$ cat src/rtl/ifetch_unit.sv
// ifetch_unit: instruction fetch stage between the PC register and
// instruction memory.
//
// Each cycle it tries to accept the current PC. It issues in-order requests
// to instruction memory. Each returned word is queued with its PC for the
// decoder. A taken jump or branch (flush_i) empties the queue and marks
// every in-flight request so that its response is discarded.
//
// Ports:
//   clk_i, reset_ni      clock, asynchronous active-low reset
//   pc_i                 current PC from the PC register
//   flush_i              jump / taken branch this cycle
//   halt_o               pc_i not accepted this cycle (stall the PC register)
//   imem_req_o/addr_o    memory request valid / address (= pc_i)
//   imem_gnt_i           memory accepts the request
//   imem_rvalid_i/rdata_i in-order memory response
//   inst_valid_o/inst_o/inst_pc_o  queue head for the decoder
//   dec_ready_i          decoder consumes the head when inst_valid_o is high
module ifetch_unit #(
  parameter int unsigned DEPTH = 2,
  parameter int unsigned CW    = $clog2(DEPTH + 1)
) (
  input  logic        clk_i,
  input  logic        reset_ni,
  input  logic [31:0] pc_i,
  input  logic        flush_i,
  output logic        halt_o,
  output logic        imem_req_o,
  output logic [31:0] imem_addr_o,
  input  logic        imem_gnt_i,
  input  logic        imem_rvalid_i,
  input  logic [31:0] imem_rdata_i,
  output logic        inst_valid_o,
  output logic [31:0] inst_o,
  output logic [31:0] inst_pc_o,
  input  logic        dec_ready_i
);

  localparam int unsigned   PW       = (DEPTH > 1) ? $clog2(DEPTH) : 1;
  localparam logic [PW-1:0] PTR_LAST = PW'(DEPTH - 1);

  logic [CW-1:0] out_cnt;
  logic [CW-1:0] drop_cnt;
  logic [CW-1:0] q_cnt;

  logic [PW-1:0] tag_wr, tag_rd;
  logic [PW-1:0] q_wr, q_rd;

  logic [31:0] tag_mem [DEPTH];
  logic [31:0] q_pc    [DEPTH];
  logic [31:0] q_inst  [DEPTH];

  logic          pop;
  logic          credit;
  logic          acc;
  logic          rsp;
  logic          push;
  logic [CW:0]   used;
  logic [31:0]   tag_head;

  function automatic logic [PW-1:0] ptr_inc(input logic [PW-1:0] p);
    return (p == PTR_LAST) ? '0 : p + PW'(1);
  endfunction

  always_comb begin
    pop          = inst_valid_o & dec_ready_i;
    used         = {1'b0, out_cnt} + {1'b0, q_cnt} - (CW + 1)'(pop);
    credit       = used < (CW + 1)'(DEPTH);
    // Gating with reset_ni keeps the request low and halt high while reset
    // is held, even though the cleared counters would otherwise give credit.
    imem_req_o   = reset_ni & credit & ~flush_i;
    acc          = imem_req_o & imem_gnt_i;
    halt_o       = ~acc;
    imem_addr_o  = pc_i;
    // A response with nothing outstanding is a protocol error and is ignored.
    rsp          = imem_rvalid_i & (out_cnt != '0);
    push         = rsp & (drop_cnt == '0) & ~flush_i;
    tag_head     = tag_mem[tag_rd];
    inst_valid_o = (q_cnt != '0);
    inst_o       = q_inst[q_rd];
    inst_pc_o    = q_pc[q_rd];
  end

  // In-flight tracking: PC tags, outstanding and to-be-dropped counters.
  always_ff @(posedge clk_i or negedge reset_ni) begin
    if (!reset_ni) begin
      out_cnt  <= '0;
      drop_cnt <= '0;
      tag_wr   <= '0;
      tag_rd   <= '0;
      for (int unsigned i = 0; i < DEPTH; i++) begin
        tag_mem[i] <= '0;
      end
    end else begin
      if (acc) begin
        tag_mem[tag_wr] <= pc_i;
        tag_wr          <= ptr_inc(tag_wr);
      end
      if (rsp) begin
        tag_rd <= ptr_inc(tag_rd);
      end

      case ({acc, rsp})
        2'b10:   out_cnt <= out_cnt + CW'(1);
        2'b01:   out_cnt <= out_cnt - CW'(1);
        default: out_cnt <= out_cnt;
      endcase

      // No request is accepted in a flush cycle, so everything still
      // outstanding after this cycle's response belongs to the wrong path.
      if (flush_i) begin
        drop_cnt <= out_cnt - CW'(rsp);
      end else if (rsp && (drop_cnt != '0)) begin
        drop_cnt <= drop_cnt - CW'(1);
      end
    end
  end

  // Instruction queue of {pc, inst} pairs.
  always_ff @(posedge clk_i or negedge reset_ni) begin
    if (!reset_ni) begin
      q_cnt <= '0;
      q_wr  <= '0;
      q_rd  <= '0;
      for (int unsigned i = 0; i < DEPTH; i++) begin
        q_pc[i]   <= '0;
        q_inst[i] <= '0;
      end
    end else if (flush_i) begin
      q_cnt <= '0;
      q_wr  <= '0;
      q_rd  <= '0;
    end else begin
      if (push) begin
        q_pc[q_wr]   <= tag_head;
        q_inst[q_wr] <= imem_rdata_i;
        q_wr         <= ptr_inc(q_wr);
      end
      if (pop) begin
        q_rd <= ptr_inc(q_rd);
      end
      q_cnt <= q_cnt + CW'(push) - CW'(pop);
    end
  end

endmodule

$ cat config.mk
export PLATFORM = sky130hd
export DESIGN_NAME = ifetch_unit
export DESIGN_NICKNAME = d
export VERILOG_FILES = /design/src/rtl/ifetch_unit.sv
export SDC_FILE = /design/constraint.sdc
export NUM_CORES = 1
export LEC_CHECK = 0
export ABC_CLOCK_PERIOD_IN_PS = 3640
export CAP_MARGIN = 0
export CORE_MARGIN = 2
export CORE_UTILIZATION = 25
export DETAILED_ROUTE_END_ITERATION = 16
export PLACE_DENSITY = 0.51
export SLEW_MARGIN = 20
export SYNTH_ARGS = -nofsm -noshare
export SYNTH_HDL_FRONTEND = slang
export SYNTH_SLANG_ARGS = --single-unit
$ cat constraint.sdc
create_clock -name clk_i -period 3.64 [get_ports clk_i]
set_input_delay 0.546 -clock clk_i [delete_from_list [all_inputs] [get_ports clk_i]]
set_output_delay 0.546 -clock clk_i [all_outputs]
set_load 0.005 [all_outputs]
== Word level (Yosys, flattened, before mapping) ==
Cells that the tools add are included.
Word-level totals
  register bits after elaboration: 202
  latch bits: 0
  bits in writable memories: 0
  ROM bits: 0
  bits of input ports: 70
  output and inout bits: 99
  memories: 0
Cells by class
  $add $sub $neg: 12
  $mul: 0
  div/mod/pow operators: 0
  magnitude comparators: 7
  equal/unequal tests: 2
  shift operators: 0
  multiplexer cells: 28
  bitwise logic cells: 13
  reductions and logical operators: 12
Operator list (number)
  $mux 32: 11
  $bwmux 64: 3
  $demux 32 s1: 2
  $reduce_bool 2->1: 7
  $ge 2x2->1 const B: 4
  $mux 1: 8
  $not 1->2: 4
  $and 1x1->1: 7
  $mux 2: 3
  $add 1x1->1 const B: 4
  $lt 2x1->1 const B: 2
  $pmux 2 s2: 1
  $sub 2x1->2: 2
  $sub 2x1->2 const B: 2
  $add 2x2->3: 1
  $logic_and 1x1->1: 3
  $lt 3x2->1 const B: 1
  $sub 3x1->3: 1
  $add 2x1->2: 1
  $add 2x1->2 const B: 1
  $eq 2x1->1 const B: 1
  $eq 2x2->1 const B: 1
  $logic_not 2->1: 1
  $not 1->1: 2
  $reduce_and 2->1: 1

== Logic depth before layout (Yosys ltp) ==
  depth in word-level cells: 9
  mapped depth: 11
  mapped depth without buffers: 11

== Worst setup path after synthesis ==
No wires, ideal clock.
  path kind: input to register
  start point: in dec_ready_i
  end point: reg out_cnt[1]
  arrival: 2530 ps
  path slack: 1030 ps
  stages on the path: 10
  buffers on the path: 0
  path through: nand2_1 nor2_1 o21ai_0 fa_1 xnor2_1 nor4bb_1 nand2_1 ha_1 nor2_1 xnor2_1
On the way
  longest elaborated chain between the ends: 8
  elaborated cells on any way between the ends: 10
  classes of those cells: add/sub: 1; order compare: 1; eq/ne: 2; mux: 1; bitwise: 4; reduce/logical: 1
Ends and longest elaborated chain
  from (decl): RTL line 36  | input logic dec_ready_i
  $and 1x1->1 *: RTL line 66  | pop = inst_valid_o & dec_ready_i;
  $sub 3x1->3 *: RTL line 67  | used = {1'b0, out_cnt} + {1'b0, q_cnt} - (CW + 1)'(pop);
  $lt 3x2->1 *: RTL line 68  | credit = used < (CW + 1)'(DEPTH);
  $and 1x1->1 * (2 in a row): RTL line 71  | imem_req_o = reset_ni & credit & ~flush_i;
  net imem_req_o: RTL line 28  | output logic imem_req_o,
  $and 1x1->1 *: RTL line 72  | acc = imem_req_o & imem_gnt_i;
  $eq 2x1->1 or $eq 2x2->1 (tied branches): RTL line 103  | case ({acc, rsp})
  $pmux 2 s2 or $reduce_bool 2->1 (tied branches)
  to (signal assigned): RTL line 104  | 2'b10: out_cnt <= out_cnt + CW'(1);
  to (signal assigned): RTL line 105  | 2'b01: out_cnt <= out_cnt - CW'(1);
  to (signal assigned): RTL line 106  | default: out_cnt <= out_cnt;
  to (decl): RTL line 42  | logic [CW-1:0] out_cnt;
Mark *: on every way through the listed nets, which the timed path passes. The rest lies on a longest branch.
A chain may end at the register's enable or synchronous reset.

== Worst setup path in the final report ==
  start point: in dec_ready_i
  end point: out imem_req_o
On the way
  longest elaborated chain between the ends: 5
Ends and longest elaborated chain (RTL line)
  $and 1x1->1: 66
  $sub 3x1->3: 67
  $lt 3x2->1: 68
  $and 1x1->1 (2 in a row): 71
  to (decl): 28
No other way between the ends.

==> results.py <==
metrics = {
    "hold_path": {
        "hold_start": "q_pc[63]",
        "min_path_type": "reg2reg",
        "hold_end": "q_pc[63]",
        "hold_depth": 1,
    },
    "drt": {
        "routed_wl_um": 21200,
        "ant_nets": 0,
        "vias_per_cell": 4.25,
        "drcViolationCount": 0,
        "drt-initial-drc-count": 105,
        "via_count": 5292,
        "wl_per_cell_um": 17.0,
        "firstDrtPassIters": 4,
    },
    "setup_path": {
        "end_kind": "primary output",
        "cp.required_ps": 3090,
        "cpMaxStageDelayCell": "clkdlybuf4s50_1",
        "reg2reg_to": "tag_mem[15]",
        "worstPathCellList": "clkdlybuf4s50_1 > nand2_1 > nor2_2 > o21ai_1 > fa_1 > xnor2_1 > nor4bb_1 > buf_4 > clkdlybuf4s50_1",
        "r2r_start": "q_cnt[1]",
        "rr_worst_depth": 8,
        "crit_arrival_ps": 2940,
        "slowest_delay_ps": 500,
        "rrSetupSlack_ps": 800,
        "criticalPathCategory": "in2out",
        "cp-start-kind": "input pin",
        "critical_path.max_fanout": 3,
        "cpMostUsedCell": "clkdlybuf4s50_1",
    },
    "global_route": {
        "grt-ovfl-total": 0,
        "grt_pass1_vias": 5832,
        "grt_max_degree": 120,
        "grt_pass1_wl_um": 33800,
        "grt_antenna_before_repair": 0,
        "grt_usage": 0.112,
    },
    "synth": {
        "netlist_area_sq_mm": 0.00933,
        "synth.most_common_cell": "dfrtp_1",
        "ys_async_sr_fraction": 1.00,
        "synth_top_area_frac": 0.542,
        "syn_nets": 687,
        "yosysWarnings": 0,
        "synthTopCellsByCount": "dfrtp_1 (202), mux2_2 (168), mux2_1 (90)",
        "ys.flop_type": "dfrtp_1",
        "synth_area_leaders": "dfrtp_1 (54%), mux2_2 (20%), mux2_1 (11%), mux2_4 (4.8%), buf_4 (2.7%)",
        "synth-edff-count": 0,
        "synth.avg_cell_area_sq_um": 15.3,
        "yosysTopAreaCell": "dfrtp_1",
        "yosysSeqAreaShare": 0.542,
        "synth.distinct_cells": 34,
        "ys_seq_elements": 202,
        "synthCells": 610,
    },
    "run": {
        "maxCapViolCount": 0,
    },
    "finish": {
        "fillCellCount": 3636,
        "layout-drive-gt1-share": 0.341,
        "multiInputGateArea_sq_mm": 0.00377,
        "postLayoutCoreUtil": 0.331,
        "syn_to_final_growth_pct": 30.2,
        "num_antenna_cells": 0,
        "seq_area_sq_mm": 0.00506,
        "design_area_sq_mm": 0.0122,
        "final_nets": 837,
    },
    "die": {
        "core-area_sq_mm": 0.0367,
        "fp.dieW_um": 197,
        "start_util": 0.254,
        "placementRows": 70,
        "ios": 169,
        "die_y_um": 197,
        "die_area_sq_mm": 0.0389,
    },
    "timing": {
        "hold_viol": 0,
        "fin_tns_setup_ps": 0,
        "max_freq_ghz": 0.287,
        "tightest_slew_ps": 986,
        "clock_skew_ps": 8.20,
        "setup_violations": 0,
        "relSlewSlack": 0.343,
        "finalCritPeriodShare": 0.957,
        "rsz0062_at_grt": "false",
        "slew_violations": 0,
        "period_minus_slack_ps": 3480,
    },
    "run_status": {
        "outcome": "finished, final reports clean",
    },
    "power_and_ir_drop": {
        "total_power_w": 0.00896,
        "power.density_mw_per_mm2": 738,
        "ir_worst_vdd_uv": 329,
        "p_leak_nw": 5.58,
    },
    "clocking": {
        "htreeDepth": 1,
        "clk_latency_ps": 520,
        "clockBufferDepth": 3,
        "cts_root_buf": "clkbuf_16",
        "clkTransAtPathRegs_ps": 60,
        "cts_tree": "yes",
        "cts_buffers": 25,
        "cts_num_sinks": 202,
    },
    "placement": {
        "port_buffers": 168,
        "placed_cell_area_sq_mm": 0.0113,
        "place_congestion": 0.649,
        "dp_hpwl_um": 13400,
    },
}
-- logic make-up (layout without fill, tap and decap cells) --
family	Yosys count	after routing	share of synthesized area
xor+xnor	10	10	0.00939
compound gates	8	8	0.00630
fa+ha+maj	7	7	0.0102
buf+inv	72	238	0.0559
flops	202	202	0.542
mux	288	288	0.360
simple gates	23	23	0.0170
-- worst max-delay path by stage --
stage / from / endpoint / slack (ps) / cells after the start
floorplan: dec_ready_i / out_cnt[1] / 1030 / 10
global placement: dec_ready_i / halt_o / 20 / 10
detailed placement: dec_ready_i / halt_o / 50 / 10
CTS: dec_ready_i / halt_o / 30 / 10
global route: dec_ready_i / imem_req_o / 7 / 9
finish: dec_ready_i / imem_req_o / 160 / 9
-- flip-flops by register name, summed over array words and instances, names as in the netlist --
| signal | count |
|---|---|
| drop_cnt | 2 |
| tag_wr | 1 |
| q_wr | 1 |
| q_inst | 64 |
| q_pc | 64 |
| q_rd | 1 |
| tag_mem | 64 |
| q_cnt | 2 |
| tag_rd | 1 |
| out_cnt | 2 |
-- metal layers --
metal / wire length [um] / up-vias / track usage
met5: 0 / - / 0
met4: 437 / 0 / 0.0315
met3: 1020 / 30 / 0.0242
met2: 9770 / 110 / 0.182
met1: 9960 / 2726 / 0.149
li1: - / 2426 / -
-- cell type report --
cell class	count	area share
sequential	202	0.416
multi-input combinational	336	0.311
timing repair buffer	188	0.156
clock buffer	37	0.0601
tap	468	0.0482
clock inverter	6	0.00680
inverter	7	0.00216
-- where the power goes --
group          switching, W  internal, W
sequential         0.000489      0.00302
clock              0.000937      0.00152
combinational       0.00100      0.00200
-- critical path, delay by kind of cell --
family	cells	cell delay, ps
buffers and inverters	3	1170
AND/OR/NAND/NOR	3	580
AO/OA/AOI/OAI	1	100
adder cells (fa/ha/maj)	1	390
XOR/XNOR	1	160
-- cells in the final DEF (no fill, tap or decap), drive strengths merged, types with 3 or more instances in the layout --
cell type,n
buf,20
clkbuf,37
clkdlybuf4s50,166
clkinv,3
dfrtp,202
ha,6
inv,7
mux2,288
nand2,4
nor2,6
o21ai,3
xnor2,7
xor2,3
-- per-stage QoR --
| stage | worst slack [ps] | instances | hold WS, ps |
|---|---|---|---|
| floorplan | 1030 | 610 | 250 |
| global placement | 23.8 | 1197 | 464 |
| detailed placement | 52.3 | 1197 | 473 |
| CTS | 31.5 | 1241 | 487 |
| global route | 6.90 | 1244 | 492 |
| finish | 156 | 1244 | 480 |
-- what timing repair did --
item / in CTS / in global routing
setup buffers: 0 / 3
hold buffers: 1 / 0
gates resized for setup: 0 / 3
endpoints found under the setup margin: 0 / 2
endpoints found under the hold margin: 37 / 0
No activity file was read; power rests on OpenSTA's default activity.
